===== src/rtl/scale_cfg_seq.sv =====
// scale_cfg_seq: validates a requested source/target geometry, computes 8.8 scale
// factors with a serial restoring divider, and commits everything on a vsync rise.
`timescale 1ns/1ps
`default_nettype none

module scale_cfg_seq #(
  parameter int DEF_S_WIDTH  = 1280,
  parameter int DEF_S_HEIGHT = 720,
  parameter int DEF_T_WIDTH  = 1280,
  parameter int DEF_T_HEIGHT = 720
) (
  input  logic        clk,
  input  logic        rst,
  input  logic        cfg_valid,
  output logic        cfg_ready,
  input  logic [10:0] cfg_s_width,
  input  logic [10:0] cfg_s_height,
  input  logic [10:0] cfg_t_width,
  input  logic [10:0] cfg_t_height,
  input  logic        vs_i,
  output logic [10:0] s_width,
  output logic [10:0] s_height,
  output logic [10:0] t_width,
  output logic [10:0] t_height,
  output logic [15:0] h_scale_k,
  output logic [15:0] v_scale_k,
  output logic        cfg_update,
  output logic        cfg_err,
  output logic        busy
);

  localparam logic [15:0] DEF_H_K = 16'((DEF_S_WIDTH * 256) / DEF_T_WIDTH);
  localparam logic [15:0] DEF_V_K = 16'((DEF_S_HEIGHT * 256) / DEF_T_HEIGHT);
  localparam logic [4:0]  DIV_LAST = 5'd18;

  typedef enum logic [2:0] {
    IDLE    = 3'd0,
    CHECK   = 3'd1,
    DIV_H   = 3'd2,
    DIV_V   = 3'd3,
    WAIT_VS = 3'd4,
    COMMIT  = 3'd5
  } state_t;

  state_t      state_q, state_d;
  logic        vs_q;
  logic        err_q;
  logic [10:0] p_sw_q, p_sh_q, p_tw_q, p_th_q;
  logic [4:0]  cnt_q;
  logic [18:0] num_q;
  logic [10:0] rem_q;
  logic [15:0] quo_q;
  logic [15:0] hk_p_q, vk_p_q;
  logic [10:0] s_width_q, s_height_q, t_width_q, t_height_q;
  logic [15:0] h_k_q, v_k_q;

  logic        accept;
  logic        vs_rise;
  logic        reject;
  logic [10:0] divisor;
  logic [11:0] trial;
  logic        ge;
  logic [10:0] rem_d;
  logic [15:0] quo_d;

  assign accept  = cfg_valid && (state_q == IDLE);
  assign vs_rise = vs_i && !vs_q;

  // Bounds keep the 19-bit quotient within 16 bits.
  assign reject = (p_sw_q == 11'd0) || (p_sh_q == 11'd0) ||
                  (p_tw_q == 11'd0) || (p_th_q == 11'd0) ||
                  ({8'd0, p_sw_q} >= {p_tw_q, 8'd0}) ||
                  ({8'd0, p_sh_q} >= {p_th_q, 8'd0});

  // Remainder stays below the divisor, so 11 bits of it carry all information.
  assign divisor = (state_q == DIV_V) ? p_th_q : p_tw_q;
  assign trial   = {rem_q, num_q[18]};
  assign ge      = (trial >= {1'b0, divisor});
  assign rem_d   = ge ? (trial[10:0] - divisor) : trial[10:0];
  assign quo_d   = {quo_q[14:0], ge};

  always_comb begin
    state_d = state_q;
    case (state_q)
      IDLE:    if (accept) state_d = CHECK;
      CHECK:   state_d = reject ? IDLE : DIV_H;
      DIV_H:   if (cnt_q == DIV_LAST) state_d = DIV_V;
      DIV_V:   if (cnt_q == DIV_LAST) state_d = WAIT_VS;
      WAIT_VS: if (vs_rise) state_d = COMMIT;
      COMMIT:  state_d = IDLE;
      default: state_d = IDLE;
    endcase
  end

  always_ff @(posedge clk or posedge rst) begin
    if (rst) begin
      state_q    <= IDLE;
      vs_q       <= 1'b0;
      err_q      <= 1'b0;
      p_sw_q     <= 11'd0;
      p_sh_q     <= 11'd0;
      p_tw_q     <= 11'd0;
      p_th_q     <= 11'd0;
      cnt_q      <= 5'd0;
      num_q      <= 19'd0;
      rem_q      <= 11'd0;
      quo_q      <= 16'd0;
      hk_p_q     <= 16'd0;
      vk_p_q     <= 16'd0;
      s_width_q  <= 11'(DEF_S_WIDTH);
      s_height_q <= 11'(DEF_S_HEIGHT);
      t_width_q  <= 11'(DEF_T_WIDTH);
      t_height_q <= 11'(DEF_T_HEIGHT);
      h_k_q      <= DEF_H_K;
      v_k_q      <= DEF_V_K;
    end else begin
      state_q <= state_d;
      vs_q    <= vs_i;
      err_q   <= (state_q == CHECK) && reject;
      if (accept) begin
        p_sw_q <= cfg_s_width;
        p_sh_q <= cfg_s_height;
        p_tw_q <= cfg_t_width;
        p_th_q <= cfg_t_height;
      end
      case (state_q)
        CHECK: begin
          num_q <= {p_sw_q, 8'd0};
          rem_q <= 11'd0;
          quo_q <= 16'd0;
          cnt_q <= 5'd0;
        end
        DIV_H, DIV_V: begin
          num_q <= {num_q[17:0], 1'b0};
          rem_q <= rem_d;
          quo_q <= quo_d;
          cnt_q <= cnt_q + 5'd1;
          if (cnt_q == DIV_LAST) begin
            if (state_q == DIV_H) hk_p_q <= quo_d;
            else                  vk_p_q <= quo_d;
            num_q <= {p_sh_q, 8'd0};
            rem_q <= 11'd0;
            quo_q <= 16'd0;
            cnt_q <= 5'd0;
          end
        end
        WAIT_VS: begin
          if (vs_rise) begin
            s_width_q  <= p_sw_q;
            s_height_q <= p_sh_q;
            t_width_q  <= p_tw_q;
            t_height_q <= p_th_q;
            h_k_q      <= hk_p_q;
            v_k_q      <= vk_p_q;
          end
        end
        default: ;
      endcase
    end
  end

  assign cfg_ready  = (state_q == IDLE);
  assign busy       = (state_q != IDLE);
  assign cfg_update = (state_q == COMMIT);
  assign cfg_err    = err_q;
  assign s_width    = s_width_q;
  assign s_height   = s_height_q;
  assign t_width    = t_width_q;
  assign t_height   = t_height_q;
  assign h_scale_k  = h_k_q;
  assign v_scale_k  = v_k_q;

endmodule

`default_nettype wire


===== config.mk =====
export PLATFORM = sky130hd
export DESIGN_NAME = scale_cfg_seq
export DESIGN_NICKNAME = d
export VERILOG_FILES = /design/src/rtl/scale_cfg_seq.sv
export SDC_FILE = /design/constraint.sdc
export NUM_CORES = 1
export LEC_CHECK = 0
export CAP_MARGIN = 20
export CORE_MARGIN = 5
export CORE_UTILIZATION = 49
export DETAILED_ROUTE_END_ITERATION = 10
export PLACE_DENSITY = 0.79
export SYNTH_ARGS = -nofsm -noshare
export SYNTH_HDL_FRONTEND = slang
export SYNTH_SLANG_ARGS = --single-unit

===== constraint.sdc =====
create_clock -name clk -period 6.6 [get_ports clk]
set_input_delay 1.65 -clock clk [delete_from_list [all_inputs] [get_ports clk]]
set_output_delay 1.65 -clock clk [all_outputs]
set_load 0.005 [all_outputs]

==> results of run 1 <==
[Yosys cell counts (3+ instances only)]
cell type	n
mux2i_1	10
and3_1	4
o21ai_0	31
a41oi_1	3
nand3_1	5
o31ai_1	4
a21oi_1	16
o311ai_0	3
buf_4	11
inv_1	16
o21a_1	3
xor2_1	4
or3_1	3
a31oi_1	3
mux2_2	144
dfstp_2	14
xnor2_1	3
dfrtp_1	185
a22o_1	14
nand4_1	8
and2_1	5
nor2_1	45
nor4_1	10
clkbuf_1	14
buf_2	13
ha_1	19
nor3_1	6
a22oi_1	10
nand2_1	50
nor2b_1	6
[where the power goes]
group          internal (mW)  leakage, nW  switching, mW
sequential              1.56         2.57          0.341
combinational          0.787         2.04          0.877
clock                  0.579        0.295          0.474
total                   2.92         4.91           1.69
[through the flow]
step	total power [mW]	setup WS, ns	hold WS (ns)	area [µm²]	cells
after floorplan	3.16	2.39	0.444	8790	695
after global placement	3.50	2.33	0.463	10200	1019
after detailed placement	3.57	2.07	0.471	10200	1019
after CTS	4.63	2.09	0.486	10800	1051
after global routing	4.95	2.04	0.514	10800	1053
final	4.62	2.34	0.484	10800	1053
[worst min-delay path by stage]
| stage | slack, ns | start | endpoint | cells after the start |
|---|---|---|---|---|
| 2_1_floorplan | 0.44 | hk_p_q[0] | hk_p_q[0] | 2 |
| 3_3_place_gp | 0.46 | num_q[17] | num_q[17] | 2 |
| 3_5_place_dp | 0.47 | num_q[17] | num_q[17] | 2 |
| 4_1_cts | 0.49 | num_q[17] | num_q[17] | 2 |
| 5_1_grt | 0.51 | num_q[16] | num_q[16] | 2 |
| 6_report | 0.48 | num_q[13] | num_q[13] | 2 |
[worst register-to-register path: cells and delay by family, from the launching register on]
| family | cells | cell delay [ns] |
|---|---|---|
| compound gates | 5 | 1.34 |
| simple gates | 3 | 0.99 |
| flops | 1 | 0.75 |
| fa+ha+maj | 2 | 0.61 |
| mux | 1 | 0.44 |
[flip-flops by register name (all words and copies together) (netlist names), 15 cells and up]
name / count
h_scale_k: 16
hk_p_q: 16
v_scale_k: 16
vk_p_q: 16
quo_q: 15
[cell families (layout without fill, tap and decap cells)]
logic type | Yosys count | after routing | share of synthesized area, %
adders and majority gates | 20 | 20 | 2.93
buffers and inverters | 55 | 184 | 3.09
AOI/OAI and AO/OA | 107 | 107 | 8.50
xor gates and xnor gates | 7 | 7 | 0.698
DFF | 199 | 199 | 56.9
and+or+nand+nor | 151 | 151 | 8.09
muxes | 156 | 156 | 19.8
[metal layers]
metal	vias to the layer above	wire [µm]	GRT usage, %	part of all wire [%]
li1	2724	-	-	-
met1	2900	8400	26.0	46
met2	160	8610	29.6	47
met3	26	1090	4.66	5.9
met5	-	0	0	0
met4	0	344	6.05	1.9
[final cells by class]
class                   instances  area [µm²]
inverters                      16        63.8
flip-flops and latches        199        5000
well taps                     229         287
clock inverters                14         161
multi-input cells             441        3530
repair buffers                136        1350
clock buffers                  18         439
fillers                      1391        7010
==> summary.md, run 1 <==
| Metric | Value |
|---|---|
| Status | finished, final reports clean |
| Crit path capture type | register |
| CTS tree | built |
| Period utilization | 64.5% |
| Residual DRC | 0 |
| Slowest-stage cell, CP | dfrtp_1 |
| CORE AREA | 17800 µm² |
| Asr flop ratio synth | 100% |
| Initial DRC count | 347 |
| Avg Vias per Cell | 5.52 |
| Buf+Inv Stages, Crit Path | 0 |
| Via Count | 5810 |
| Worst-Skew Late Latency | 0.43 ns |
| Syn Nets | 763 |
| Critical path origin | state_q[1] |
| Die Span X | 144 µm |
| Yosys warning count | 0 |
| Synth Flop Type | dfrtp_1 |
| Top delay family on crit path | compound AO/OA/AOI/OAI gates |
| Peak supply drop | 249 µV |
| Sequential area share after synthesis | 56.9% |
| Commonest non-fill, non-tap cell in the layout | dfrtp_1 |
| #FFs+latches synth | 199 |
| WP depth | 11 |
| Area of the mapped netlist | 8790 µm² |
| Reg-to-reg slack, setup | 2.34 ns |
| Crit-path cells | nor2b_2, nand2_1, mux2_2, ha_1, fa_1, nand2b_1, a21oi_2, o21a_1, o2111ai_1, a41oi_1, o31ai_1 |
| GPL Wtd Cong | 0.841 |
| Hold Path Class | register to register |
| Row Count | 49 |
| # hold bufs at CTS | 0 |
| Full die area | 20700 µm² |
| Clock skew | 0.00974 ns |
| I/O pin total | 128 |
| Worst r2r src | state_q[1] |
| Initial Utilization | 49.3% |
| Clock sinks | 199 |
| Worst-Margin Slew | 0.957 ns |
| Pwr Density | 426 nW/µm² |
| Clock-pin slew on the worst setup and hold paths | 0.07 ns |
| Cell type with the largest total area after synthesis | dfrtp_1 |
| Post-cts sizing count | 0 |
| Number of max-cap violations | 0 |
| Slew Limit Fails | 0 |
| Postcts setup bufs | 0 |
| Top post-synthesis cells by area | dfrtp_1, mux2_2, dfstp_2 |
| Yosys cell types | 55 |
| R2R cell count | 11 |
| Mean Syn Cell Area | 12.6 µm² |
| Ratio of cells with drive above 1 in the final layout | 26.1% |
| LEAKAGE | 4.91 nW |
| Ant. Diodes | 0 |
| Clk buf depth | 2 |
| Vias in the first global route | 6159 |
| Tmin final | 4.26 ns |
| Unrepaired setup endpoints after global routing | no |
| CTS root buf | clkbuf_16 |
| CP required | 6.89 ns |
| DP HPWL | 12500 µm |
| Die Y | 144 µm |
| Max Freq | 235 MHz |
| Crit Path Category | register to register |
| Final setup vio count | 0 |
| Most frequent cells in the layout | dfrtp_1, mux2_2, clkdlybuf4s50_1 |
| Core Util, Final | 60.7% |
| Crit-path max cell delay | 0.75 ns |
| Relative slew slack | 36.2% |
| Final Routed Wirelength | 18400 µm |
| CP Launch Type | register |
| Quantity of I/O buffers inserted on ports | 127 |
| Worst Path Arrival | 4.54 ns |
| GR Overflow Total | 0 |
| TNS Setup | 0 ns |
| Worst Setup EP | rem_q[6] |
| Htree depth | 4 |
| First-pass DRT Iterations | 5 |
| Yosys top cell area share | 52.7% |
| Critical-path maximum fanout | 19 |
| Number of flops mapped to enable cells by yosys | 0 |
| Final net count | 879 |
| ANT nets after route | 0 |
| Reg2reg end | rem_q[6] |
| Largest net degree at the start of global routing | 77 |
| Post-Syn Instances | 695 |
| Final hold vios | 0 |
| First-pass GRT wire length | 31400 µm |
| Area Overhead vs Synth | 23.2% |
| Post-detailed-route wirelength per cell | 17.5 µm |
| Initial antenna violation count | 0 |
| Gr usage total | 18.9% |
| CTS Buf Count | 17 |
No activity file was read; power rests on OpenSTA's default activity.
==> run 2, diff against run 1 <==
--- a/config.mk
+++ b/config.mk
@@ -7,9 +7,9 @@
 export LEC_CHECK = 0
 export CAP_MARGIN = 20
 export CORE_MARGIN = 5
-export CORE_UTILIZATION = 49
+export CORE_UTILIZATION = 50
 export DETAILED_ROUTE_END_ITERATION = 10
-export PLACE_DENSITY = 0.79
+export PLACE_DENSITY = 0.77
 export SYNTH_ARGS = -nofsm -noshare
 export SYNTH_HDL_FRONTEND = slang
 export SYNTH_SLANG_ARGS = --single-unit
==> constraint.sdc (replaced) <==
create_clock -name clk -period 4 [get_ports clk]
set_input_delay 1 -clock clk [delete_from_list [all_inputs] [get_ports clk]]
set_output_delay 1 -clock clk [all_outputs]
set_load 0.005 [all_outputs]
==> run 2 against run 1 <==
Utilization grew 2.3 points. Largest cell class unchanged. Sequential share of layout area shrank 0.29 points. Highest routed layer unchanged. Fmax grew 21%.
==> summary.md, run 2 (synthesized netlist as in run 1, its figures left out) <==
| Metric | Value |
|---|---|
| First-pass GRT wire length | 33100 µm (was 31400 µm) |
| Crit Path Category | register to register (unchanged) |
| R2R cell count | 12 (was 11) |
| Status | finished, final reports clean (unchanged) |
| GPL Wtd Cong | 0.844 (was 0.841) |
| Die Y | 143 µm (was 144 µm) |
| Quantity of I/O buffers inserted on ports | 127 (unchanged) |
| Worst-Skew Late Latency | 0.44 ns (was 0.43 ns) |
| Crit path capture type | register (unchanged) |
| Post-cts sizing count | 0 (unchanged) |
| Peak supply drop | 380 µV (was 249 µV) |
| First-pass DRT Iterations | 5 (unchanged) |
| Critical path origin | state_q[1] (unchanged) |
| Most frequent cells in the layout | dfrtp_1, mux2_2, clkdlybuf4s50_1 (unchanged) |
| Clock-pin slew on the worst setup and hold paths | 0.08 ns (was 0.07 ns) |
| Unrepaired setup endpoints after global routing | no (unchanged) |
| Pwr Density | 712 nW/µm² (was 426 nW/µm²) |
| Clock skew | 0.0153 ns (was 0.00974 ns) |
| Area Overhead vs Synth | 24.0% (was 23.2%) |
| Final setup vio count | 0 (unchanged) |
| CTS tree | built (unchanged) |
| Worst Path Arrival | 3.82 ns (was 4.54 ns) |
| Vias in the first global route | 6565 (was 6159) |
| Critical-path maximum fanout | 13 (was 19) |
| Buf+Inv Stages, Crit Path | 1 (was 0) |
| Post-detailed-route wirelength per cell | 18.7 µm (was 17.5 µm) |
| Final net count | 882 (was 879) |
| Relative slew slack | 33.5% (was 36.2%) |
| Period utilization | 88.1% (was 64.5%) |
| WHS Path Cells | 2 (unchanged) |
| DP HPWL | 13600 µm (was 12500 µm) |
| Final std cells w/o fill | 1052 (was 1053) |
| Commonest non-fill, non-tap cell in the layout | dfrtp_1 (unchanged) |
| Largest net degree at the start of global routing | 94 (was 77) |
| Number of max-cap violations | 0 (unchanged) |
| Ratio of cells with drive above 1 in the final layout | 26.4% (was 26.1%) |
| CORE AREA | 17300 µm² (was 17800 µm²) |
| Clock sinks | 199 (unchanged) |
| CP Launch Type | register (unchanged) |
| Htree depth | 4 (unchanged) |
| # hold bufs at CTS | 0 (unchanged) |
| Row Count | 48 (was 49) |
| Via Count | 5992 (was 5810) |
| WHS Endpoint | num_q[16] (was num_q[13]) |
| CTS Buf Count | 17 (unchanged) |
| Tmin final | 3.52 ns (was 4.26 ns) |
| I/O pin total | 128 (unchanged) |
| CP required | 4.30 ns (was 6.89 ns) |
| GR Overflow Total | 0 (unchanged) |
| Postcts setup bufs | 0 (unchanged) |
| LEAKAGE | 4.93 nW (was 4.91 nW) |
| Top delay family on crit path | compound AO/OA/AOI/OAI gates (unchanged) |
| Setup WS post-layout | 0.477 ns (was 2.34 ns) |
| Hold Path Class | register to register (unchanged) |
| Crit-path max cell delay | 0.42 ns (was 0.75 ns) |
| Worst-Margin Slew | 0.998 ns (was 0.957 ns) |
| Worst r2r src | state_q[1] (unchanged) |
| Initial DRC count | 290 (was 347) |
| ANT nets after route | 0 (unchanged) |
| Hold path start | num_q[16] (was num_q[13]) |
| Max Freq | 284 MHz (was 235 MHz) |
| Residual DRC | 0 (unchanged) |
| Initial Utilization | 50.8% (was 49.3%) |
| Clk buf depth | 2 (unchanged) |
| Final Routed Wirelength | 19600 µm (was 18400 µm) |
| Full die area | 20300 µm² (was 20700 µm²) |
| CTS root buf | clkbuf_16 (unchanged) |
| Initial antenna violation count | 0 (unchanged) |
| Cell count after placement | 1020 (was 1019) |
| TNS Setup | 0 ns (unchanged) |
| Core Util, Final | 63.0% (was 60.7%) |
| Avg Vias per Cell | 5.70 (was 5.52) |
| Reg-to-reg slack, setup | 0.48 ns (was 2.34 ns) |
| Gr usage total | 20.3% (was 18.9%) |
| DP Worst Slack | 0.538 ns (was 2.07 ns) |
| Final hold vios | 0 (unchanged) |
| Ant. Diodes | 0 (unchanged) |
| Crit-path cells | nor2b_2, nand2_1, buf_4, mux2_2, ha_1, fa_1, nand2b_1, a21oi_2, o21a_1, o2111ai_1, a41oi_1, o31ai_1 (was nor2b_2, nand2_1, mux2_2, ha_1, fa_1, nand2b_1, a21oi_2, o21a_1, o2111ai_1, a41oi_1, o31ai_1) |
| Reg2reg end | rem_q[6] (unchanged) |
| Die Span X | 143 µm (was 144 µm) |
| Slew Limit Fails | 0 (unchanged) |
| Slowest-stage cell, CP | fa_1 (was dfrtp_1) |
-- run 2: cell count changes in the layout (fill, tap and decap cells not counted), sizes merged --
cell / before / now
buf: 8 / 12
inv: 20 / 23
clkinvlp: 2 / 3
bufinv: 2 / 1
clkbuf: 19 / 18
clkinv: 6 / 3
-- run 2: worst max path at each step --
stage	to	slack, ns	cells past startpoint
floorplan	cfg_err	0.44	1
global placement	rem_q[5]	0.64	12
detailed placement	rem_q[5]	0.54	12
CTS	rem_q[5]	0.53	12
global route	rem_q[5]	0.25	12
finish	rem_q[6]	0.48	12
-- run 2: stage by stage --
| step | power (mW) | cell area, µm² | hold slack, ns |
|---|---|---|---|
| detailed placement | 5.99 | 10300 | 0.471 |
| global route | 8.30 | 10900 | 0.515 |
| CTS | 7.78 | 10900 | 0.487 |
| finish | 7.76 | 10900 | 0.486 |
| floorplan | 5.21 | 8790 | 0.444 |
| global placement | 5.81 | 10300 | 0.462 |
-- run 2: worst min-delay path, stage by stage, from the launching register on --
cell and delay (ns):
dfrtp_1 0.35, nand2_1 0.05, o21ai_0 0.06
-- run 2: final cells by class --
cell class | instances | area, µm²
Inverter | 16 | 63.8
Tap cell | 225 | 282
Clock inverter | 14 | 174
Fill cell | 1294 | 6400
Sequential cell | 199 | 5000
Clock buffer | 18 | 439
Multi-Input combinational cell | 441 | 3530
Timing Repair Buffer | 139 | 1410
-- run 2: where the power goes --
part / switching (mW) / total [mW] / leakage [nW] / internal [mW]
Sequential: 0.547 / 3.12 / 2.57 / 2.57
Clock: 0.851 / 1.77 / 0.292 / 0.916
Combinational: 1.55 / 2.87 / 2.07 / 1.33
-- run 2: routing by layer --
metal / GRT usage (%) / up-vias / routed length, µm
met1: 26.7 / 3042 / 8670
met3: 5.51 / 34 / 1170
met4: 6.60 / 0 / 383
met5: 0 / - / 0
li1: - / 2740 / -
met2: 32.9 / 176 / 9420
==> run 3, diff against run 2 <==
==> constraint.sdc (replaced) <==
create_clock -name clk -period 3.95 [get_ports clk]
set_input_delay 0.9875 -clock clk [delete_from_list [all_inputs] [get_ports clk]]
set_output_delay 0.9875 -clock clk [all_outputs]
set_load 0.005 [all_outputs]
==> run 3 against run 2 <==
Worst hold slack worse by 0.0023 ns. Clock skew down 0.0066 ns. Setup slack got worse by 0.11 ns. Sequential share of layout area rose by 0.22 points. Cell count is the same. Critical endpoint is now rem_q[5].
==> summary.md, run 3 (synthesized netlist as in run 1, its figures left out) <==
| Metric | Value |
|---|---|
| Sequential share of power | 40.7% (was 40.2%) |
| Final net count | 882 (unchanged) |
| Unrepaired setup endpoints after global routing | no (unchanged) |
| CTS tree | built (unchanged) |
| Clock-pin slew on the worst setup and hold paths | 0.07 ns (was 0.08 ns) |
| CTS Buf Count | 17 (unchanged) |
| Final std cells w/o fill | 1052 (unchanged) |
| Initial DRC count | 388 (was 290) |
| Residual DRC | 0 (unchanged) |
| First-pass GRT wire length | 32300 µm (was 33100 µm) |
| Worst Path Arrival | 3.87 ns (was 3.82 ns) |
| Initial Utilization | 50.8% (unchanged) |
| Avg Vias per Cell | 5.74 (was 5.70) |
| DP HPWL | 13700 µm (was 13600 µm) |
| Hold Path Class | register to register (unchanged) |
| Most frequent cells in the layout | dfrtp_1, mux2_2, clkdlybuf4s50_1 (unchanged) |
| Worst-Margin Slew | 0.951 ns (was 0.998 ns) |
| # hold bufs at CTS | 0 (unchanged) |
| Htree depth | 4 (unchanged) |
| Fillcell total | 1321 (was 1294) |
| Quantity of I/O buffers inserted on ports | 127 (unchanged) |
| Vias in the first global route | 6180 (was 6565) |
| GPL Wtd Cong | 0.911 (was 0.844) |
| First-pass DRT Iterations | 5 (unchanged) |
| TNS Setup | 0 ns (unchanged) |
| Slew Limit Fails | 0 (unchanged) |
| Die Span X | 143 µm (unchanged) |
| Clock sinks | 199 (unchanged) |
| Post-detailed-route wirelength per cell | 18.7 µm (about the same) |
| Worst-Skew Late Latency | 0.43 ns (was 0.44 ns) |
| Final setup vio count | 0 (unchanged) |
| CP Launch Type | register (unchanged) |
| Clk buf depth | 2 (unchanged) |
| CP required | 4.24 ns (was 4.30 ns) |
| Via Count | 6041 (was 5992) |
| Full die area | 20300 µm² (unchanged) |
| Peak supply drop | 416 µV (was 380 µV) |
| Ratio of cells with drive above 1 in the final layout | 26.1% (was 26.4%) |
| Die Y | 143 µm (unchanged) |
| Commonest non-fill, non-tap cell in the layout | dfrtp_1 (unchanged) |
| I/O pin total | 128 (unchanged) |
| Int Pwr | 4.86 mW (was 4.81 mW) |
| Switching pwr | 2.91 mW (was 2.95 mW) |
| Number of max-cap violations | 0 (unchanged) |
| Gr usage total | 19.9% (was 20.3%) |
| GR Overflow Total | 0 (unchanged) |
| Critical-path maximum fanout | 13 (unchanged) |
| Largest net degree at the start of global routing | 79 (was 94) |
| Crit path capture type | register (unchanged) |
| ANT nets after route | 0 (unchanged) |
| Switching Fraction | 37.4% (was 38.0%) |
| Pwr Density | 716 nW/µm² (was 712 nW/µm²) |
| Initial antenna violation count | 0 (unchanged) |
| Area Overhead vs Synth | 23.4% (was 24.0%) |
| LEAKAGE | 4.91 nW (was 4.93 nW) |
| Final hold vios | 0 (unchanged) |
| Logic gate share of total power | 37.5% (was 37.0%) |
| Placed Area | 10300 µm² (about the same) |
| Crit Path Category | register to register (unchanged) |
| Relative slew slack | 36.6% (was 33.5%) |
| Final Instance Area | 10800 µm² (was 10900 µm²) |
| Row Count | 48 (unchanged) |
| Max Freq | 279 MHz (was 284 MHz) |
| Tmin final | 3.58 ns (was 3.52 ns) |
| Status | finished, final reports clean (unchanged) |
| Area taken by flip-flops and latches | 5000 µm² (unchanged) |
| Post-cts sizing count | 0 (unchanged) |
| Postcts setup bufs | 0 (unchanged) |
| Clk network pwr share | 21.8% (was 22.8%) |
| CORE AREA | 17300 µm² (unchanged) |
| Clock skew | 0.00866 ns (was 0.0153 ns) |
| Period utilization | 90.6% (was 88.1%) |
| Ant. Diodes | 0 (unchanged) |
| Core Util, Final | 62.7% (was 63.0%) |
| Final Routed Wirelength | 19700 µm (was 19600 µm) |
| Area of the multi-input gates | 3530 µm² (unchanged) |
| CTS root buf | clkbuf_16 (unchanged) |
| Cell count after placement | 1020 (unchanged) |
run 3: cell types whose count changed in the layout (fill, tap and decap cells not counted), moves of 2 or more:
| cell | before | now |
|---|---|---|
| clkbuf_1 | 0 | 2 |
| clkinv_4 | 0 | 2 |
| clkinv_8 | 3 | 0 |
| inv_6 | 6 | 3 |
run 3: worst max-delay path, stage by stage, from the launching register on:
cell and delay [ns]:
dfrtp_1 0.38, nor2b_2 0.19, nand2_1 0.07, buf_4 0.23, mux2_2 0.37, ha_1 0.21, fa_1 0.41, nand2b_1 0.18
a21oi_2 0.27, o21a_1 0.19, o2111ai_1 0.42, a41oi_1 0.39, o31ai_1 0.12
run 3: worst paths after layout:
path | startpoint | endpoint | slack (ns) | cells after the start
hold / removal | hk_p_q[0] | hk_p_q[0] | 0.48 | 2
min in group asynchronous | rst | rem_q[5] | 1.03 | 2
setup reg to reg | state_q[1] | rem_q[5] | 0.37 | 12
hold reg to reg | hk_p_q[0] | hk_p_q[0] | 0.48 | 2
setup / recovery | state_q[1] | rem_q[5] | 0.37 | 12
max in group asynchronous | rst | v_scale_k[8] | 2.08 | 3
run 3: final cells by class:
cell class	count	share of cell area, %
Inverter	16	0.588
Clock buffer	21	4.25
Clock inverter	11	1.04
Multi-Input combinational cell	441	32.6
Tap cell	225	2.60
Sequential cell	199	46.1
Timing Repair Buffer	139	12.9
run 3: per-layer routing:
metal  share of wire, %  vias up  global-route usage (%)
met1                 46     3080                    27.8
met4                1.7        0                    5.60
met2                 47      202                    31.3
met5                  0        -                       0
met3                5.6       32                    4.60
li1                   -     2727                       -
run 3: power groups by stage:
stage	sequential, mW	combinational, mW	clock (mW)
after CTS	3.16	2.90	1.73
after detailed placement	3.19	2.89	0
after floorplan	2.95	2.32	0
after global placement	3.15	2.71	0
final	3.16	2.91	1.69
after global routing	3.24	3.26	1.81
run 3: per-stage QoR:
| step | hold slack (ns) | total power [mW] | setup slack [ns] |
|---|---|---|---|
| finish | 0.484 | 7.77 | 0.370 |
| floorplan | 0.444 | 5.27 | 0.400 |
| CTS | 0.485 | 7.78 | 0.386 |
| global placement | 0.461 | 5.86 | 0.584 |
| detailed placement | 0.470 | 6.08 | 0.396 |
| global route | 0.500 | 8.30 | 0.141 |
